### src/rtl/xnor_cmp_scheduler.sv
// Round-robin scheduler that time-shares one external XNOR cell among NREQ requesters.
// Each grant runs a W-bit equality compare bit-serially, LSB first, through the cell.
module xnor_cmp_scheduler #(
    parameter int unsigned NREQ = 4,
    parameter int unsigned W    = 8
) (
    input  logic                    clk,
    input  logic                    rst_n,
    input  logic [NREQ-1:0]         req,
    input  logic [NREQ*W-1:0]       a_in,
    input  logic [NREQ*W-1:0]       b_in,
    output logic [NREQ-1:0]         gnt,
    output logic                    busy,
    output logic                    done,
    output logic                    eq,
    output logic [$clog2(NREQ)-1:0] done_id,
    output logic                    cell_a,
    output logic                    cell_b,
    input  logic                    cell_y
);

    localparam int unsigned IdW  = $clog2(NREQ);
    // One extra bit so the counter never wraps, even when W is a power of two.
    localparam int unsigned CntW = $clog2(W) + 1;

    typedef enum logic [1:0] {
        StIdle,
        StRun,
        StDone
    } state_e;

    state_e          state_q, state_d;
    logic [IdW-1:0]  ptr_q, ptr_d;
    logic [IdW-1:0]  pick_q, pick_d;
    logic [IdW-1:0]  done_id_q, done_id_d;
    logic [W-1:0]    sh_a_q, sh_a_d;
    logic [W-1:0]    sh_b_q, sh_b_d;
    logic [CntW-1:0] cnt_q, cnt_d;
    logic            acc_q, acc_d;
    logic            eq_q, eq_d;
    logic            done_q, done_d;
    logic [NREQ-1:0] gnt_q, gnt_d;

    logic            arb_found;
    logic [IdW-1:0]  arb_pick;

    // Round-robin search from ptr upward with wrap; walking downward lets the
    // lowest offset from ptr overwrite the others, so no early break is needed.
    always_comb begin
        arb_found = 1'b0;
        arb_pick  = '0;
        for (int i = int'(NREQ) - 1; i >= 0; i--) begin
            if (req[(int'(ptr_q) + i) % int'(NREQ)]) begin
                arb_found = 1'b1;
                arb_pick  = IdW'((int'(ptr_q) + i) % int'(NREQ));
            end
        end
    end

    // Next-state logic: grant/capture in IDLE, serial compare in RUN, one-cycle DONE.
    always_comb begin
        state_d   = state_q;
        ptr_d     = ptr_q;
        pick_d    = pick_q;
        done_id_d = done_id_q;
        sh_a_d    = sh_a_q;
        sh_b_d    = sh_b_q;
        cnt_d     = cnt_q;
        acc_d     = acc_q;
        eq_d      = eq_q;
        done_d    = 1'b0;
        gnt_d     = '0;

        unique case (state_q)
            StIdle: begin
                if (arb_found) begin
                    gnt_d   = {{(NREQ-1){1'b0}}, 1'b1} << arb_pick;
                    pick_d  = arb_pick;
                    sh_a_d  = a_in[arb_pick*W +: W];
                    sh_b_d  = b_in[arb_pick*W +: W];
                    cnt_d   = '0;
                    acc_d   = 1'b1;
                    ptr_d   = IdW'((int'(arb_pick) + 1) % int'(NREQ));
                    state_d = StRun;
                end
            end
            StRun: begin
                acc_d  = acc_q & cell_y;
                sh_a_d = sh_a_q >> 1;
                sh_b_d = sh_b_q >> 1;
                cnt_d  = cnt_q + CntW'(1);
                if (cnt_q == CntW'(W - 1)) begin
                    eq_d      = acc_q & cell_y;
                    done_id_d = pick_q;
                    done_d    = 1'b1;
                    state_d   = StDone;
                end
            end
            StDone: begin
                state_d = StIdle;
            end
            default: begin
                state_d = StIdle;
            end
        endcase
    end

    // State register with synchronous active-low reset.
    always_ff @(posedge clk) begin
        if (!rst_n) begin
            state_q   <= StIdle;
            ptr_q     <= '0;
            pick_q    <= '0;
            done_id_q <= '0;
            sh_a_q    <= '0;
            sh_b_q    <= '0;
            cnt_q     <= '0;
            acc_q     <= 1'b0;
            eq_q      <= 1'b0;
            done_q    <= 1'b0;
            gnt_q     <= '0;
        end else begin
            state_q   <= state_d;
            ptr_q     <= ptr_d;
            pick_q    <= pick_d;
            done_id_q <= done_id_d;
            sh_a_q    <= sh_a_d;
            sh_b_q    <= sh_b_d;
            cnt_q     <= cnt_d;
            acc_q     <= acc_d;
            eq_q      <= eq_d;
            done_q    <= done_d;
            gnt_q     <= gnt_d;
        end
    end

    // Cell inputs come straight from the shift-register LSBs.
    assign cell_a  = sh_a_q[0];
    assign cell_b  = sh_b_q[0];
    assign gnt     = gnt_q;
    assign busy    = (state_q != StIdle);
    assign done    = done_q;
    assign eq      = eq_q;
    assign done_id = done_id_q;

endmodule

### config.mk
export PLATFORM = sky130hd
export DESIGN_NAME = xnor_cmp_scheduler
export DESIGN_NICKNAME = d
export VERILOG_FILES = /design/src/rtl/xnor_cmp_scheduler.sv
export SDC_FILE = /design/constraint.sdc
export NUM_CORES = 1
export LEC_CHECK = 0
export BUFFER_PORTS_ARGS = -buffer_cell sky130_fd_sc_hd__buf_2
export CAP_MARGIN = 5
export CORE_AREA = 2 2 51 88
export CTS_BUF_LIST = sky130_fd_sc_hd__clkbuf_4
export CTS_CLUSTER_SIZE = 14
export DETAILED_ROUTE_END_ITERATION = 12
export DIE_AREA = 0 0 53 90
export GPL_ROUTABILITY_DRIVEN = 0
export MAX_ROUTING_LAYER = met4
export PLACE_DENSITY = 0.77
export SYNTH_ARGS = -nofsm -noshare
export SYNTH_HDL_FRONTEND = slang
export SYNTH_SLANG_ARGS = --single-unit
### constraint.sdc
create_clock -name clk -period 2.05 [get_ports clk]
set_input_delay 0.205 -clock clk [delete_from_list [all_inputs] [get_ports clk]]
set_output_delay 0.205 -clock clk [all_outputs]
set_load 0.005 [all_outputs]
==> out/summary.txt, run 1 <==
Final HPWL DP: 3150 microns
Mux cell area share after synthesis: 18.3%
Actual slew at the worst max-slew pin: 525 ps
Post-synthesis xor/xnor area fraction: 0.455%
Site row count: 31
Starting Density: 47.3%
Gates resized, CTS repair: 0
Syn_area_per_cell: 9.82 sq um
# setup viols final: 0
DRT Wirelength: 4220 microns
Slew Viols, Final: 0
Die Height: 90 microns
Drt pass-1 iters: 6
H-tree lvl count: 2
Slowest stage delay, CP: 400 ps
Post-CTS Setup Inserts: 0
Largest family of logic cells by synthesized area: compound AO/OA/AOI/OAI gates
Vias in the first global route: 1764
Yosys warnings: 0
Area growth from synthesis to layout: 22.8%
Clock Latency Late Sink: 330 ps
Max VDD drop: 519 uV
Final ANT Viol Nets: 0
Area leader, netlist: dfxtp_1
Congestion Overflow GR: 0
I/O Buffers: 81
Leakage: 1.08 nW
Largest net degree at the start of global routing: 37
First-pass GRT wire length: 6970 microns
CP Launch Type: register
Post-synth top area share: 36.4%
Wirelength per Cell: 13.1 microns
CP Data Required Time: 2250 ps
Crit path kind: register to register
Max_slew headroom: 64.7%
Combinational share of power: 27.2%
Synth Flop Type: dfxtp_1
Cell Chain, Critical Path: nor2b_1 > nor3b_2 > o22a_2 > buf_12 > mux2i_1 > o221ai_1
Crit path buf inv count: 1
Synth Area in Adders: 0.650%
Synthesized flop and latch total: 35
CTS Hold Bufs: 0
Library cells used by synthesis: 40
Final Cycle Share: 81.2%
Max Root-Sink Buffers: 2
Clock Sinks: 35
Via count: 1757
Top Family by Delay on Critical Path: flip-flops
Root cell of the clock tree: clkbuf_4
Reg power frac: 49.5%
CP Capture Type: register
Class of the worst hold path: input port to register
Initial antenna violation count: 0
Setup TNS: 0 ps
Simple-gate share of the synthesized area: 17.0%
Post-Syn Area: 0.00192 sq mm
Slowest stage cell, crit path: dfxtp_1
Min Tclk post-route: 1660 ps
RSZ-0062 raised after global routing: false
Die area: 0.00477 sq mm
Layout net count: 345
Status: finished clean
Number of DRC markers in iteration 0: 17
Antenna diodes: 0
Fmax: 601 MHz
Switch Pwr: 476 uW
Critical Path Fanout Max: 36
Core footprint: 0.00407 sq mm
Asr flop ratio synth: 0%
Seq/Total Area, Yosys: 36.4%
Vias per inst: 5.44
Die span in x: 53 microns
Clock Skew: 5.00 ps
Cts bufs inserted: 5
DRC: 0
Final number of hold-violating endpoints: 0
P per Cell Area: 677 mW/mm^2
Max cap viols: 0
Compound-Gate Fraction of Synth Area: 20.2%
Power share of the clock group: 23.3%
P_int: 1.13 mW
Most common cell after layout, fill and taps aside: buf_2
Final Core Density: 58.0%
IO Pins: 82
Post-synth EDFFs: 0
Share of cells above drive strength 1: 37.6%
Total GRT Usage: 19.4%
Most frequent cells in the layout: buf_2, dfxtp_1, mux2i_1
CTS tree: yes
Mapped Cells: 196
Synth area leaders: dfxtp_1, mux2i_1, o221ai_1, a22o_1, nand2_1
Worst-path clk slew: 110 ps
Switching Fraction: 29.7%
Arr. time, crit path: 1870 ps
Synthesized net count: 268
-- worst register-to-register path: cells and delay by family (launching register included) --
family	cells	cell delay [ps]
AOI/OAI and AO/OA	2	360
buffers and inverters	1	250
DFF	1	400
muxes	1	240
and+or+nand+nor	2	300
-- cell type report --
type	count	area, sq um
multi-input cells	144	1090
well taps	49	61.3
flip-flops and latches	35	701
repair buffers	85	448
fillers	403	1710
inverters	2	7.51
clock buffers	6	45.0
clock inverters	2	12.5
-- path summary, 6_finish.rpt --
path	start	end	slack [ps]	cells past startpoint
max	ptr_q[0]	sh_b_q[7]	390	6
min	cell_y	eq	150	3
max reg2reg	ptr_q[0]	sh_b_q[7]	390	6
min reg2reg	pick_q[0]	pick_q[0]	460	2
-- state kept, by name (all words and copies together) (netlist names), 2 cells and up --
signal / count
sh_a_q: 8
sh_b_q: 8
cnt_q: 4
gnt: 4
done_id: 2
pick_q: 2
ptr_q: 2
state_q: 2
-- cell usage after synthesis (all sizes together), types with 4 or more instances --
master,n
a21boi,6
a22o,14
buf,11
clkbuf,4
dfxtp,35
mux2i,34
nand2,22
nand3,6
nor2,10
nor2b,9
o21ai,5
o221ai,16
-- layer usage --
metal	vias up	routed length (microns)	GRT usage, %
li1	877	-	-
met1	808	1620	18.5
met2	63	2280	35.2
met3	9	193	3.16
met4	0	118	9.83
met5	-	0	-
-- power by group through the flow --
stage / Clock, mW / Sequential, mW / Combinational, mW
2_1_floorplan: 0 / 0.798 / 0.339
3_3_place_gp: 0 / 0.805 / 0.431
3_5_place_dp: 0 / 0.807 / 0.440
4_1_cts: 0.390 / 0.792 / 0.440
5_1_grt: 0.415 / 0.801 / 0.477
6_report: 0.373 / 0.792 / 0.436
-- stage by stage --
stage / power (mW) / instances / instance area [sq um] / hold slack (ps) / worst slack, ps
finish: 1.60 / 323 / 2360 / 147 / 386
detailed placement: 1.25 / 315 / 2310 / 449 / 391
CTS: 1.62 / 323 / 2360 / 134 / 390
global route: 1.69 / 323 / 2360 / 165 / 251
global placement: 1.24 / 315 / 2310 / 442 / 430
floorplan: 1.14 / 196 / 1920 / 376 / 577
-- logic make-up (layout without fill, tap and decap cells) --
logic type,after synthesis,in the layout
compound gates,48,48
xor+xnor,1,1
fa+ha+maj,1,1
buf+inv,17,95
flops,35,35
mux,35,35
simple gates,59,59
No activity file was read; power rests on OpenSTA's default activity.
==> run 2, diff against run 1 <==
Clock period 2.05 ns to 1.6 ns, I/O delays scaled along.
==> out/summary.txt, run 2 (synthesized netlist as in run 1, its figures left out) <==
Status: finished clean (unchanged)
Antenna diodes: 0 (unchanged)
Most frequent cells in the layout: buf_2, dfxtp_1, mux2i_1 (unchanged)
Post-CTS Setup Inserts: 0 (unchanged)
Leakage: 1.12 nW (was 1.08 nW)
DP Worst Slack: -45.6 ps (was 391 ps)
Final Core Density: 60.8% (was 58.0%)
H-tree lvl count: 2 (unchanged)
Final HPWL DP: 3350 microns (was 3150 microns)
Total power: 2.15 mW (was 1.60 mW)
FF-to-FF Start: ptr_q[0] (unchanged)
Max cap viols: 0 (unchanged)
Initial antenna violation count: 0 (unchanged)
Max_slew headroom: 78.2% (was 64.7%)
Crit path buf inv count: 1 (unchanged)
Root cell of the clock tree: clkbuf_4 (unchanged)
Class of the worst hold path: input port to register (unchanged)
P per Cell Area: 867 mW/mm^2 (was 677 mW/mm^2)
Vias per inst: 5.48 (was 5.44)
Max Root-Sink Buffers: 2 (unchanged)
Finished Cell Area: 0.00248 sq mm (was 0.00236 sq mm)
Worst-path clk slew: 110 ps (about the same)
Final ANT Viol Nets: 0 (unchanged)
Hold EP: eq (unchanged)
Placed standard-cell area: 0.00236 sq mm (was 0.00231 sq mm)
Congestion Overflow GR: 0 (unchanged)
CTS tree: yes (unchanged)
# setup viols final: 0 (unchanged)
Die span in x: 53 microns (unchanged)
Crit path kind: register to register (unchanged)
Site row count: 31 (unchanged)
I/O Buffers: 81 (unchanged)
CP Capture Type: register (unchanged)
CP Launch Type: register (unchanged)
Slowest stage delay, CP: 380 ps (was 400 ps)
Cts bufs inserted: 5 (unchanged)
Min Tclk post-route: 1600 ps (was 1660 ps)
Actual slew at the worst max-slew pin: 327 ps (was 525 ps)
Cell Chain, Critical Path: nor2b_2 > nor3b_2 > o22a_2 > buf_12 > mux2i_1 > o221ai_1 (was nor2b_1 > nor3b_2 > o22a_2 > buf_12 > mux2i_1 > o221ai_1)
Top Family by Delay on Critical Path: compound AO/OA/AOI/OAI gates (was flip-flops)
Vias in the first global route: 1813 (was 1764)
CTS Hold Bufs: 0 (unchanged)
RR Endpoint: sh_a_q[2] (was sh_b_q[7])
DRC: 0 (unchanged)
Die Height: 90 microns (unchanged)
R2R setup slack: 0.3 ps (was 390 ps)
IO Pins: 82 (unchanged)
Largest regs: sh_a_q (8), sh_b_q (8) (unchanged)
Drt pass-1 iters: 4 (was 6)
Share of cells above drive strength 1: 41.8% (was 37.6%)
Die area: 0.00477 sq mm (unchanged)
Total GRT Usage: 20.1% (was 19.4%)
Clock Sinks: 35 (unchanged)
Most common cell after layout, fill and taps aside: buf_2 (unchanged)
Clock Latency Late Sink: 340 ps (was 330 ps)
Layout net count: 351 (was 345)
Via count: 1803 (was 1757)
Wirelength per Cell: 13.6 microns (was 13.1 microns)
Clock Skew: 5.59 ps (was 5.00 ps)
Final Cycle Share: 100% (was 81.2%)
CP Data Required Time: 1820 ps (was 2250 ps)
RSZ-0062 raised after global routing: true (was false)
First-pass GRT wire length: 7210 microns (was 6970 microns)
Core footprint: 0.00407 sq mm (unchanged)
Starting Density: 47.3% (unchanged)
Largest net degree at the start of global routing: 23 (was 37)
Worst Slack Setup Final: 0.342 ps (was 386 ps)
DRT Wirelength: 4470 microns (was 4220 microns)
Arr. time, crit path: 1820 ps (was 1870 ps)
Max VDD drop: 712 uV (was 519 uV)
Hold path start: cell_y (unchanged)
Fmax: 625 MHz (was 601 MHz)
Critical Path Fanout Max: 11 (was 36)
Final number of hold-violating endpoints: 0 (unchanged)
FF-to-FF path depth: 6 (unchanged)
Number of DRC markers in iteration 0: 22 (was 17)
Area growth from synthesis to layout: 28.7% (was 22.8%)
Hold Path Depth: 3 (unchanged)
Slowest stage cell, crit path: dfxtp_2 (was dfxtp_1)
Slew Viols, Final: 0 (unchanged)
## run 2: repair_timing
| action | in CTS | in global routing |
|---|---|---|
| setup endpoints to repair | 5 | 16 |
| gates resized for setup | 2 | 9 |
| endpoints found under the hold margin | 0 | 0 |
| pin swaps | 0 | 1 |
| gates cloned | 0 | 1 |
## run 2: power breakdown
group / total, mW / internal [mW] / leakage (nW) / switching (mW)
Combinational: 0.637 / 0.347 / 0.805 / 0.290
Clock: 0.491 / 0.186 / 0.0317 / 0.305
Sequential: 1.02 / 0.963 / 0.288 / 0.0568
## run 2: final cells by class
type                       instances  area, sq um
multi-input combinational        144         1120
timing repair buffer              91          531
fill                             380         1600
tap                               49         61.3
clock inverter                     2         12.5
inverter                           2         7.51
clock buffer                       6         45.0
sequential                        35          703
## run 2: worst max-delay path by stage
| stage | startpoint | end | slack, ps | cells after the start |
|---|---|---|---|---|
| floorplan | ptr_q[0] | sh_b_q[0] | 130 | 7 |
| CTS | ptr_q[0] | sh_b_q[5] | 6 | 6 |
| finish | ptr_q[0] | sh_a_q[2] | 0.3 | 6 |
| detailed placement | ptr_q[0] | sh_b_q[2] | -50 | 6 |
| global placement | ptr_q[0] | sh_b_q[2] | 60 | 6 |
| global route | ptr_q[0] | sh_a_q[2] | -90 | 6 |
## run 2: per-layer routing
metal / share of wire (%) / vias to the layer above / wire length [microns] / global-route usage, %
met2: 57 / 54 / 2530 / 37.0
met3: 4.6 / 7 / 205 / 3.49
met1: 37 / 857 / 1650 / 19.5
met4: 1.8 / 0 / 80 / 8.33
li1: - / 885 / - / -
met5: 0 / - / 0 / -
## run 2: worst min-delay path: cells and delay by family
family	cells	cell delay [ps]
AOI/OAI and AO/OA	1	70
buffers and inverters	1	100
and+or+nand+nor	1	60
## run 2: metrics by stage
step / hold WS (ps) / std cells / setup TNS (ps)
floorplan: 331 / 196 / 0
global placement: 441 / 320 / 0
detailed placement: 446 / 320 / -67.7
CTS: 88.7 / 328 / 0
global route: 93.0 / 329 / -354
finish: 93.2 / 329 / 0
